### src/rtl/guess_game_pkg.sv
// Shared definitions for the memory-game sequencer and its display controller:
// state encodings, digit geometry, LFSR taps and a decimal wrap helper.
package guess_game_pkg;

    localparam logic [2:0] ST_INIT    = 3'b000;
    localparam logic [2:0] ST_SHOW    = 3'b001;
    localparam logic [2:0] ST_ASK     = 3'b010;
    localparam logic [2:0] ST_MATCH   = 3'b011;
    localparam logic [2:0] ST_SUCCESS = 3'b100;

    localparam int NUM_DIGITS  = 5;
    localparam int DIGIT_W     = 4;
    localparam int NUM_OUTPUTS = 8;

    // Fibonacci taps 16,14,13,11 -> register bits 15,13,12,10
    localparam logic [15:0] LFSR_TAPS = 16'hB400;

    typedef logic [DIGIT_W-1:0] digit_t;

    function automatic digit_t wrap_decimal(input logic [3:0] n);
        return (n >= 4'd10) ? (n - 4'd10) : n;
    endfunction

endpackage

### src/rtl/guess_game_if.sv
// Player-side and display-side signals of the game sequencer, grouped so the
// board top and the display controller share one bundle.
interface guess_game_if;
    import guess_game_pkg::*;

    logic         start_btn;
    logic         confirm_btn;
    logic [3:0]   sw_addr;
    logic [3:0]   sw_val;
    logic [2:0]   state;
    digit_t       data_0;
    digit_t       data_1;
    digit_t       data_2;
    digit_t       data_3;
    digit_t       data_4;
    digit_t       data_5;
    digit_t       data_6;
    digit_t       data_7;

    modport master (
        output start_btn, confirm_btn, sw_addr, sw_val,
        input  state, data_0, data_1, data_2, data_3,
               data_4, data_5, data_6, data_7
    );

    modport slave (
        input  start_btn, confirm_btn, sw_addr, sw_val,
        output state, data_0, data_1, data_2, data_3,
               data_4, data_5, data_6, data_7
    );

endinterface

### src/rtl/lfsr16.sv
// Free-running 16-bit Fibonacci LFSR used as the digit source; advances on
// every clock regardless of game state.
module lfsr16
    import guess_game_pkg::*;
#(
    parameter logic [15:0] SEED = 16'hACE1
) (
    input  logic        clk,
    input  logic        rst_n,
    output logic [15:0] lfsr
);

    logic [15:0] lfsr_reg;
    logic [15:0] lfsr_next;
    logic        feedback;

    assign feedback  = ^(lfsr_reg & LFSR_TAPS);
    assign lfsr_next = {lfsr_reg[14:0], feedback};

    always_ff @(posedge clk or negedge rst_n) begin
        if (!rst_n) begin
            lfsr_reg <= SEED;
        end else begin
            lfsr_reg <= lfsr_next;
        end
    end

    assign lfsr = lfsr_reg;

endmodule

### src/rtl/guess_game_fsm.sv
// Round sequencer for the eight-digit memory game: shows five random digits,
// takes an address/guess, runs a timed match and reports. Build option
// GAME_TIMEOUT_EN returns an idle ASK to INIT after TIMEOUT_CYCLES.
module guess_game_fsm
    import guess_game_pkg::*;
#(
    parameter int unsigned SHOW_CYCLES    = 200_000_000,
    parameter int unsigned MATCH_CYCLES   = 100_000_000,
    parameter int unsigned MAX_TRIES      = 3,
    parameter logic [15:0] LFSR_SEED      = 16'hACE1,
    parameter int unsigned TIMEOUT_CYCLES = 1_000_000_000
) (
    input  logic         clk,
    input  logic         rst_n,
    guess_game_if.slave  bus
);

    localparam logic [31:0] SHOW_LAST    = 32'(SHOW_CYCLES - 1);
    localparam logic [31:0] MATCH_LAST   = 32'(MATCH_CYCLES - 1);
    localparam logic [31:0] TIMEOUT_LAST = 32'(TIMEOUT_CYCLES - 1);
    localparam logic [3:0]  TRIES_LIMIT  = 4'(MAX_TRIES);
    localparam logic [3:0]  MAX_ADDR     = 4'(NUM_DIGITS - 1);
    localparam logic [2:0]  FILL_DONE    = 3'(NUM_DIGITS);
    localparam int          DATA_BASE    = NUM_OUTPUTS - NUM_DIGITS;

    logic [2:0]  state_reg,  state_next;
    logic [31:0] timer_reg,  timer_next;
    logic [3:0]  tries_reg,  tries_next;
    logic [3:0]  tries_inc;
    logic [2:0]  fill_reg,   fill_next;
    logic [3:0]  addr_reg,   addr_next;
    logic [3:0]  guess_reg,  guess_next;

    digit_t      digit_reg  [NUM_DIGITS];
    digit_t      digit_next [NUM_DIGITS];
    digit_t      data_reg   [NUM_OUTPUTS];
    digit_t      data_next  [NUM_OUTPUTS];
    digit_t      digit_sel;

    logic        start_low_reg;
    logic        confirm_low_reg;
    logic        start_edge;
    logic        confirm_edge;

    logic [15:0] lfsr_value;
    digit_t      lfsr_digit;
    logic        lfsr_unused;

    // The "low" flags reset to 0, so a button held through reset must be
    // seen released before its next rise counts as an edge.
    always_ff @(posedge clk or negedge rst_n) begin
        if (!rst_n) begin
            start_low_reg   <= 1'b0;
            confirm_low_reg <= 1'b0;
        end else begin
            start_low_reg   <= ~bus.start_btn;
            confirm_low_reg <= ~bus.confirm_btn;
        end
    end

    assign start_edge   = bus.start_btn   & start_low_reg;
    assign confirm_edge = bus.confirm_btn & confirm_low_reg;

    lfsr16 #(
        .SEED (LFSR_SEED)
    ) u_lfsr (
        .clk   (clk),
        .rst_n (rst_n),
        .lfsr  (lfsr_value)
    );

    assign lfsr_digit  = wrap_decimal(lfsr_value[3:0]);
    assign lfsr_unused = ^lfsr_value[15:4];

    // Digit k is captured during the k-th cycle of SHOW
    for (genvar gi = 0; gi < NUM_DIGITS; gi++) begin : g_digit
        assign digit_next[gi] = (state_reg == ST_SHOW && fill_reg == 3'(gi))
                              ? lfsr_digit : digit_reg[gi];

        always_ff @(posedge clk or negedge rst_n) begin
            if (!rst_n) begin
                digit_reg[gi] <= '0;
            end else begin
                digit_reg[gi] <= digit_next[gi];
            end
        end
    end

    always_comb begin
        digit_sel = '0;
        for (int i = 0; i < NUM_DIGITS; i++) begin
            if (addr_reg == 4'(i)) begin
                digit_sel = digit_reg[i];
            end
        end
    end

    assign tries_inc = tries_reg + 4'd1;

    always_comb begin
        state_next = state_reg;
        timer_next = timer_reg;
        tries_next = tries_reg;
        fill_next  = fill_reg;
        addr_next  = addr_reg;
        guess_next = guess_reg;

        case (state_reg)
            ST_INIT: begin
                if (start_edge) begin
                    state_next = ST_SHOW;
                    timer_next = '0;
                    tries_next = '0;
                    fill_next  = '0;
                end
            end

            ST_SHOW: begin
                if (fill_reg != FILL_DONE) begin
                    fill_next = fill_reg + 3'd1;
                end
                if (timer_reg == SHOW_LAST) begin
                    state_next = ST_ASK;
                    timer_next = '0;
                end else begin
                    timer_next = timer_reg + 32'd1;
                end
            end

            ST_ASK: begin
                if (confirm_edge) begin
                    addr_next  = bus.sw_addr;
                    guess_next = bus.sw_val;
                    timer_next = '0;
                    if (bus.sw_addr <= MAX_ADDR) begin
                        state_next = ST_MATCH;
                    end
                end
`ifdef GAME_TIMEOUT_EN
                else if (timer_reg == TIMEOUT_LAST) begin
                    state_next = ST_INIT;
                    tries_next = '0;
                    timer_next = '0;
                end else begin
                    timer_next = timer_reg + 32'd1;
                end
`endif
            end

            ST_MATCH: begin
                if (timer_reg == MATCH_LAST) begin
                    timer_next = '0;
                    if (digit_sel == guess_reg) begin
                        state_next = ST_SUCCESS;
                    end else begin
                        tries_next = tries_inc;
                        state_next = (tries_inc == TRIES_LIMIT) ? ST_INIT : ST_ASK;
                    end
                end else begin
                    timer_next = timer_reg + 32'd1;
                end
            end

            ST_SUCCESS: begin
                if (start_edge) begin
                    state_next = ST_INIT;
                end
            end

            default: begin
                state_next = ST_INIT;
            end
        endcase
    end

`ifndef GAME_TIMEOUT_EN
    logic [31:0] timeout_unused;
    assign timeout_unused = TIMEOUT_LAST;
`endif

    // Display values follow the next state so data and state change together
    always_comb begin
        for (int i = 0; i < NUM_OUTPUTS; i++) begin
            data_next[i] = '0;
        end
        case (state_next)
            ST_SHOW: begin
                for (int k = 0; k < NUM_DIGITS; k++) begin
                    data_next[DATA_BASE + k] = digit_next[k];
                end
            end
            ST_ASK: begin
                data_next[7] = bus.sw_addr;
            end
            ST_SUCCESS: begin
                data_next[7] = addr_next;
                data_next[6] = guess_next;
                data_next[5] = tries_next;
            end
            default: begin
            end
        endcase
    end

    for (genvar gi = 0; gi < NUM_OUTPUTS; gi++) begin : g_data
        always_ff @(posedge clk or negedge rst_n) begin
            if (!rst_n) begin
                data_reg[gi] <= '0;
            end else begin
                data_reg[gi] <= data_next[gi];
            end
        end
    end

    always_ff @(posedge clk or negedge rst_n) begin
        if (!rst_n) begin
            state_reg <= ST_INIT;
            timer_reg <= '0;
            tries_reg <= '0;
            fill_reg  <= '0;
            addr_reg  <= '0;
            guess_reg <= '0;
        end else begin
            state_reg <= state_next;
            timer_reg <= timer_next;
            tries_reg <= tries_next;
            fill_reg  <= fill_next;
            addr_reg  <= addr_next;
            guess_reg <= guess_next;
        end
    end

    assign bus.state  = state_reg;
    assign bus.data_0 = data_reg[0];
    assign bus.data_1 = data_reg[1];
    assign bus.data_2 = data_reg[2];
    assign bus.data_3 = data_reg[3];
    assign bus.data_4 = data_reg[4];
    assign bus.data_5 = data_reg[5];
    assign bus.data_6 = data_reg[6];
    assign bus.data_7 = data_reg[7];

endmodule

### src/flat_wrapper.sv
// flat-port wrapper written by rule: the top's interface ports become plain ports
module guess_game_fsm_flat import guess_game_pkg::*;
#(
    parameter int unsigned SHOW_CYCLES    = 200_000_000,
    parameter int unsigned MATCH_CYCLES   = 100_000_000,
    parameter int unsigned MAX_TRIES      = 3,
    parameter logic [15:0] LFSR_SEED      = 16'hACE1,
    parameter int unsigned TIMEOUT_CYCLES = 1_000_000_000
)
  (clk, rst_n, bus_start_btn, bus_confirm_btn, bus_sw_addr, bus_sw_val, bus_state, bus_data_0, bus_data_1, bus_data_2, bus_data_3, bus_data_4, bus_data_5, bus_data_6, bus_data_7);
  guess_game_if bus_i ();
  input  logic clk;
  input  logic rst_n;
  input wire logic [$bits(bus_i.start_btn)-1:0] bus_start_btn;
  input wire logic [$bits(bus_i.confirm_btn)-1:0] bus_confirm_btn;
  input wire logic [$bits(bus_i.sw_addr)-1:0] bus_sw_addr;
  input wire logic [$bits(bus_i.sw_val)-1:0] bus_sw_val;
  output wire logic [$bits(bus_i.state)-1:0] bus_state;
  output wire logic [$bits(bus_i.data_0)-1:0] bus_data_0;
  output wire logic [$bits(bus_i.data_1)-1:0] bus_data_1;
  output wire logic [$bits(bus_i.data_2)-1:0] bus_data_2;
  output wire logic [$bits(bus_i.data_3)-1:0] bus_data_3;
  output wire logic [$bits(bus_i.data_4)-1:0] bus_data_4;
  output wire logic [$bits(bus_i.data_5)-1:0] bus_data_5;
  output wire logic [$bits(bus_i.data_6)-1:0] bus_data_6;
  output wire logic [$bits(bus_i.data_7)-1:0] bus_data_7;
  assign bus_i.start_btn = bus_start_btn;
  assign bus_i.confirm_btn = bus_confirm_btn;
  assign bus_i.sw_addr = bus_sw_addr;
  assign bus_i.sw_val = bus_sw_val;
  assign bus_state = bus_i.state;
  assign bus_data_0 = bus_i.data_0;
  assign bus_data_1 = bus_i.data_1;
  assign bus_data_2 = bus_i.data_2;
  assign bus_data_3 = bus_i.data_3;
  assign bus_data_4 = bus_i.data_4;
  assign bus_data_5 = bus_i.data_5;
  assign bus_data_6 = bus_i.data_6;
  assign bus_data_7 = bus_i.data_7;
  guess_game_fsm #(.SHOW_CYCLES(SHOW_CYCLES), .MATCH_CYCLES(MATCH_CYCLES), .MAX_TRIES(MAX_TRIES), .LFSR_SEED(LFSR_SEED), .TIMEOUT_CYCLES(TIMEOUT_CYCLES)) u_core (.clk(clk), .rst_n(rst_n), .bus(bus_i));
endmodule
### config.mk
export PLATFORM = sky130hd
export DESIGN_NAME = guess_game_fsm_flat
export DESIGN_NICKNAME = d
export VERILOG_FILES = /design/src/rtl/guess_game_pkg.sv /design/src/rtl/guess_game_if.sv /design/src/rtl/lfsr16.sv /design/src/rtl/guess_game_fsm.sv /design/src/flat_wrapper.sv
export SDC_FILE = /design/constraint.sdc
export NUM_CORES = 1
export LEC_CHECK = 0
export BUFFER_PORTS_ARGS = -buffer_cell sky130_fd_sc_hd__buf_2
export CORE_AREA = 2 2 103 105
export DETAILED_ROUTE_END_ITERATION = 12
export DIE_AREA = 0 0 105 107
export HOLD_SLACK_MARGIN = 0.1
export PLACE_DENSITY_LB_ADDON = 0.12
export SYNTH_ARGS = -nofsm -noshare
export SYNTH_HDL_FRONTEND = slang
export SYNTH_SLANG_ARGS = --single-unit
### constraint.sdc
create_clock -name clk -period 2.8 [get_ports clk]
set_clock_uncertainty 0.15 [all_clocks]
set_input_delay 0.28 -clock clk [delete_from_list [all_inputs] [get_ports clk]]
set_output_delay 0.28 -clock clk [all_outputs]
set_load 0.02 [all_outputs]
==> flow_summary.json, run 1 <==
{
  "grtUsageMet3": 0.03647,
  "num_vias": 3916,
  "nets": 578,
  "slew_headroom": 0.6266,
  "chipHeight_um": 107,
  "synthAdderAreaFrac": 0.02121,
  "totalWireLength_mm": 11.50,
  "drt_iter0_markers": 125,
  "timing.hold.ws_ns": 0.2077,
  "cp_data_required_time_ns": 2.92,
  "syn2layout_area_growth_pct": 13.95,
  "cts_made_buffers": 9,
  "ioPinCount": 47,
  "drive_gt1_frac": 0.2242,
  "clk-insertion-delay-late_ns": 0.38,
  "leakagePower_nw": 2.779,
  "nFillCells": 874,
  "maxSlewViolCount": 0,
  "ys_seq_area_frac": 0.5110,
  "cts_sinks": 108,
  "syn-cell-area_um2": 5309,
  "grt_pass1_wl_mm": 19.06,
  "period_minus_slack_ns": 2.775,
  "cts_buffer_depth": 2,
  "max_freq_mhz": 360.4,
  "antenna_found_initial": 0,
  "root_buffer": "clkbuf_8",
  "dp_hpwl_mm": 7.898,
  "finalHoldViolations": 0,
  "first_global_vias": 3767,
  "grt_use_met2": 0.3729,
  "place.gp.congestion": 0.8183,
  "syn_avg_cell_area_um2": 10.53,
  "grt_max_degree": 109,
  "muxShareOfSynthArea": 0.05586,
  "finalSetupTns_ns": 0,
  "irDropWorstVdd_uv": 328.4,
  "synth-warning-count": 0,
  "route.detailed.drc": 0,
  "finalSetupViolCount": 0,
  "maxCapViolCount": 0,
  "h-tree-depth": 3,
  "dp_cells": 670,
  "min_path_type": "register to register",
  "synth_cell_types": 64,
  "synth_edf_count": 0,
  "path_class": "register to register",
  "arrival_ns": 2.89,
  "crit_fanout": 6,
  "viasPerCell": 5.610,
  "die_area_um2": 11240,
  "place_area_um2": 5665,
  "tritoncts": "yes",
  "end_kind": "register",
  "grtUsageTotal": 0.2146,
  "initial_core_util": 0.5260,
  "die-width_um": 105,
  "yosys.area_share.simple": 0.1749,
  "ant_nets": 0,
  "fin_cells": 698,
  "largest_register_ffs": 32,
  "portBuffers": 34,
  "synth_top_family_by_area": "compound AO/OA/AOI/OAI gates",
  "p_per_area_nw_per_um2": 433.0,
  "syn-instance-count": 504,
  "synth_xor_xnor_area_share": 0.01320,
  "met1_usage": 0.2745,
  "period_share": 0.9911,
  "grt_overflow": 0,
  "synth_ff_type": "dfrtp_1",
  "drt_pass1_iterations": 4,
  "fp-row-count": 37,
  "outcome": "finished, final reports clean",
  "coreArea_um2": 10090,
  "n_antenna_cell": 0,
  "async_flop_share": 1.000,
  "synth_compound_area_frac": 0.1753,
  "path_clk_slew_ns": 0.11,
  "power_mw": 2.620,
  "stdcell_area_um2": 6050,
  "worstMarginPinSlew_ns": 0.5600,
  "ys_ff_latch": 108,
  "wire_per_inst_um": 16.47,
  "busiest_layer": "met2",
  "cp-start-kind": "register"
}
[per-stage QoR]
step / setup slack [ns] / util
after global routing: -0.02115 / 0.5994
after detailed placement: 0.07373 / 0.5614
after CTS: 0.05177 / 0.5931
after floorplan: 0.1773 / -
after global placement: 0.1449 / 0.5614
final: 0.02497 / 0.5994
[final cells by class]
cell class	count	area (um^2)	share of cell area
clock buffer	9	123.9	0.02048
clock inverter	7	86.33	0.01427
inverter	19	71.32	0.01179
multi-input combinational	354	2431	0.4019
sequential	108	2718	0.4492
tap	136	170.2	0.02813
timing repair buffer	65	449.2	0.07425
[final timing paths]
check	startpoint	to	slack (ns)	cells after the start
setup / recovery	u_core.addr_reg[3]	u_core.bus.data_7[2]	0.02	8
hold / removal	u_core.u_lfsr.lfsr[8]	u_core.u_lfsr.lfsr[9]	0.21	0
min in group asynchronous	rst_n	u_core.bus.data_4[2]	0.37	3
max in group asynchronous	rst_n	u_core.addr_reg[2]	1.71	3
setup reg to reg	u_core.addr_reg[3]	u_core.bus.data_7[2]	0.02	8
hold reg to reg	u_core.u_lfsr.lfsr[8]	u_core.u_lfsr.lfsr[9]	0.21	0
[cells in the final DEF (no fill, tap or decap), types with 7 or more instances in the layout]
master / count
dlygate4sd3_1: 11
dfstp_2: 8
clkbuf_8: 9
nor2b_1: 11
mux2_2: 20
conb_1: 12
o31ai_1: 19
nand3_1: 22
o21ai_0: 44
ha_1: 9
or3_1: 8
dfrtp_1: 96
nand4_1: 7
and3_1: 9
nand2_1: 43
nor2_1: 18
inv_1: 18
a21oi_1: 14
a22o_1: 9
buf_2: 33
buf_4: 19
a31oi_1: 7
[cell usage after synthesis (2+ instances only)]
master	count	area share
and2b_1	5	0.0071
buf_4	12	0.017
nand2_1	43	0.030
and4_1	5	0.0082
a22o_1	9	0.015
dfrtp_1	100	0.47
o41ai_1	3	0.0050
a32oi_1	2	0.0033
nor2b_1	11	0.013
o21a_1	6	0.0085
a211o_1	2	0.0033
dfstp_2	8	0.040
nor4b_1	3	0.0050
nor4_1	4	0.0047
or3_1	9	0.011
a21oi_1	14	0.013
and3_1	9	0.011
a21o_1	2	0.0028
nor2_1	18	0.013
o22ai_1	2	0.0024
xnor2_1	3	0.0050
nor3_1	7	0.0066
xor2_1	5	0.0082
nand4b_1	2	0.0033
mux2_2	20	0.042
inv_1	18	0.013
a221o_1	4	0.0075
nand4_1	7	0.0082
or2_2	2	0.0024
o21ai_0	45	0.042
nand2b_1	6	0.0071
o2bb2ai_1	2	0.0033
a31oi_1	8	0.0094
nand3_1	22	0.021
and2_1	6	0.0071
buf_2	2	0.0019
nor3_2	2	0.0038
o31ai_1	19	0.027
clkbuf_1	18	0.013
o211ai_1	2	0.0028
mux2i_1	6	0.011
ha_1	9	0.021
[power by group]
group / internal [mW] / leakage [nW] / total [mW] / switching (mW)
Clock: 0.428 / 0.101 / 0.985 / 0.557
Combinational: 0.0200 / 1.36 / 0.0731 / 0.0531
Sequential: 1.56 / 1.32 / 1.56 / 0.000724
Total: 2.01 / 2.78 / 2.62 / 0.610
[logic make-up (layout without fill, tap and decap cells)]
logic type	after synthesis	after routing
simple gates	167	167
compound gates	131	131
flops	108	108
buf+inv	53	100
mux	27	27
fa+ha+maj	9	9
xor+xnor	8	8
other cells	1	12
[metal layers]
metal	routed length (um)	vias up
met2	5921	54
met4	202	0
met3	327	18
met5	0	-
met1	5046	1930
li1	-	1914
[worst max-delay path: stages, from the launching register on]
cell	delay, ns
dfrtp_2	0.46
or3b_4	0.44
o22ai_1	0.29
o21a_1	0.23
o22ai_4	0.11
nor4_4	0.35
o31a_2	0.20
nor3_2	0.07
a221o_1	0.36
[what timing repair did]
| item | 4_1_cts | 5_1_grt |
|---|---|---|
| setup buffers | 0 | 2 |
| hold endpoints to repair | 116 | 0 |
| hold buffers | 11 | 0 |
| setup endpoints to repair | 0 | 24 |
| resized for setup | 0 | 14 |
Power figures use the tool's default switching activity.
==> run 2, diff against run 1 <==
--- a/config.mk
+++ b/config.mk
@@ -6,10 +6,13 @@
 export NUM_CORES = 1
 export LEC_CHECK = 0
 export BUFFER_PORTS_ARGS = -buffer_cell sky130_fd_sc_hd__buf_2
-export CORE_AREA = 2 2 103 105
+export CELL_PAD_IN_SITES_DETAIL_PLACEMENT = 0
+export CELL_PAD_IN_SITES_GLOBAL_PLACEMENT = 1
+export CORE_AREA = 2 2 115 117
 export DETAILED_ROUTE_END_ITERATION = 12
-export DIE_AREA = 0 0 105 107
+export DIE_AREA = 0 0 117 119
 export HOLD_SLACK_MARGIN = 0.1
+export MAX_ROUTING_LAYER = met4
 export PLACE_DENSITY_LB_ADDON = 0.12
 export SYNTH_ARGS = -nofsm -noshare
 export SYNTH_HDL_FRONTEND = slang
==> flow_summary.json, run 2 (same netlist as run 1, synthesis figures left out) <==
{
  "worst_slack_ns": 0.1042,
  "first_global_vias": 3829,
  "grtUsageTotal": 0.1927,
  "cp_slowest_cell": "dfrtp_2",
  "p_int_mw": 2.397,
  "cp_slowest_stage_delay_ns": 0.45,
  "h-tree-depth": 3,
  "multi_input_area_um2": 2409,
  "die-width_um": 117,
  "num_vias": 3908,
  "n_antenna_cell": 0,
  "finalSetupViolCount": 0,
  "regArea_um2": 2718,
  "r2r_setup_slack_ns": 0.10,
  "grt_max_degree": 59,
  "ant_nets": 0,
  "largest_register_ffs": 32,
  "maxSlewViolCount": 0,
  "p_sw_mw": 0.6349,
  "max_freq_mhz": 371.0,
  "outcome": "finished, final reports clean",
  "clk-insertion-delay-late_ns": 0.35,
  "maxCapViolCount": 0,
  "grt_pass1_wl_mm": 20.06,
  "cp_data_required_time_ns": 2.89,
  "dp_hpwl_mm": 8.481,
  "drive_gt1_frac": 0.2261,
  "path_class": "register to register",
  "fp-row-count": 42,
  "crit_fanout": 7,
  "path_clk_slew_ns": 0.07,
  "ioPinCount": 47,
  "layout_common_cells": "dfrtp_1, o21ai_0, nand2_1",
  "rsz0062_at_grt": "true",
  "chipHeight_um": 119,
  "finalHoldViolations": 0,
  "cts_sinks": 108,
  "nFillCells": 1228,
  "timing.rr.start": "u_core.addr_reg[2]",
  "leakagePower_nw": 2.867,
  "drt_iter0_markers": 176,
  "syn2layout_area_growth_pct": 17.42,
  "antenna_found_initial": 0,
  "startpoint": "u_core.addr_reg[2]",
  "clkPwrFrac": 0.461,
  "initial_core_util": 0.4123,
  "place.gp.congestion": 0.8054,
  "switching_share": 0.2094,
  "irDropWorstVdd_uv": 553.9,
  "portBuffers": 34,
  "dp_cells": 714,
  "crit_end": "u_core.bus.data_7[3]",
  "period_share": 0.9628,
  "nets": 582,
  "arrival_ns": 2.78,
  "fin_cells": 742,
  "tritoncts": "yes",
  "timing.rr.end": "u_core.bus.data_7[3]",
  "cts_made_buffers": 9,
  "wire_per_inst_um": 16.11,
  "p_per_area_nw_per_um2": 486.4,
  "preCtsSetupSlack_ns": 0.08443,
  "slew_headroom": 0.6194,
  "coreArea_um2": 12870,
  "min_path_type": "primary input to register",
  "cts_buffer_depth": 2,
  "rr_worst_depth": 8,
  "route.detailed.drc": 0,
  "viasPerCell": 5.267,
  "die_area_um2": 13920,
  "worstMarginPinSlew_ns": 0.5709,
  "cp-start-kind": "register",
  "seqPwrFrac": 0.515,
  "drt_pass1_iterations": 4,
  "grt_overflow": 0,
  "totalWireLength_mm": 11.95,
  "final_common_cell": "dfrtp_1",
  "period_minus_slack_ns": 2.696,
  "crit_chain": "or3b_4 > o22ai_2 > o21a_1 > o22ai_4 > nor4_4 > o31a_2 > nor3_2 > a221o_1",
  "root_buffer": "clkbuf_16",
  "combPwrFrac": 0.024,
  "end_kind": "register"
}
==> run 2: changes by cell type in the layout (fill, tap and decap cells not counted), moves of 2 or more <==
| cell | delta |
|---|---|
| buf_4 | +5 |
| clkbuf_16 | +9 |
| clkbuf_8 | -8 |
| clkinvlp_4 | -2 |
| inv_6 | +2 |
==> run 2: critical path: cells and delay by family, from the launching register on <==
kind	cells	cell delay, ns
flops	1	0.45
simple gates	3	0.86
compound gates	5	1.11
==> run 2: power groups by stage <==
stage | combinational [mW] | sequential, mW | clock [mW]
2_1_floorplan | 0.0296 | 1.59 | 0
3_3_place_gp | 0.0659 | 1.59 | 0
3_5_place_dp | 0.0659 | 1.59 | 0
4_1_cts | 0.0769 | 1.56 | 1.45
5_1_grt | 0.0852 | 1.56 | 1.52
6_report | 0.0742 | 1.56 | 1.40
==> run 2: area by class of cell <==
cell class	instances	area share
flip-flops and latches	108	0.4360
multi-input cells	354	0.3864
repair buffers	69	0.07788
clock buffers	10	0.03834
well taps	176	0.03533
clock inverters	6	0.01465
inverters	19	0.01144
==> run 2: repair_timing <==
item                                    in CTS  in global routing
hold endpoints to repair                    53                  0
endpoints found under the setup margin       0                 17
hold buffers                                10                  0
resized for setup                            0                 10
buffers inserted                             0                  2
==> run 2: worst min-delay path by stage <==
stage	startpoint	end	slack, ns	cells past startpoint
floorplan	rst_n	u_core.addr_reg[0]	-0.17	0
global placement	rst_n	u_core.bus.data_4[1]	0.17	1
detailed placement	rst_n	u_core.bus.data_4[1]	0.16	1
CTS	bus_sw_addr[3]	u_core.bus.state[0]	0.12	2
global route	bus_sw_addr[3]	u_core.bus.data_7[3]	0.12	2
finish	bus_sw_addr[3]	u_core.bus.data_7[3]	0.14	2
==> run 2: layer usage <==
metal | vias up | GRT usage | share of wire
met4 | 0 | 0.04706 | 0.013
met5 | - | - | 0
met3 | 12 | 0.04631 | 0.025
met1 | 1931 | 0.2445 | 0.46
met2 | 43 | 0.3114 | 0.51
li1 | 1922 | - | -
==> run 2: through the flow <==
stage                       util  power, mW  hold WS [ns]  cell area (um^2)   TNS [ns]
final                     0.4842      3.032        0.1375              6233          0
after global routing      0.4842      3.166        0.1240              6233  -0.009877
after CTS                 0.4807      3.092        0.1168              6188          0
after detailed placement  0.4472      1.658        0.1650              5758          0
after global placement    0.4472      1.657        0.1663              5758          0
after floorplan                -      1.621       -0.1656              5350          0
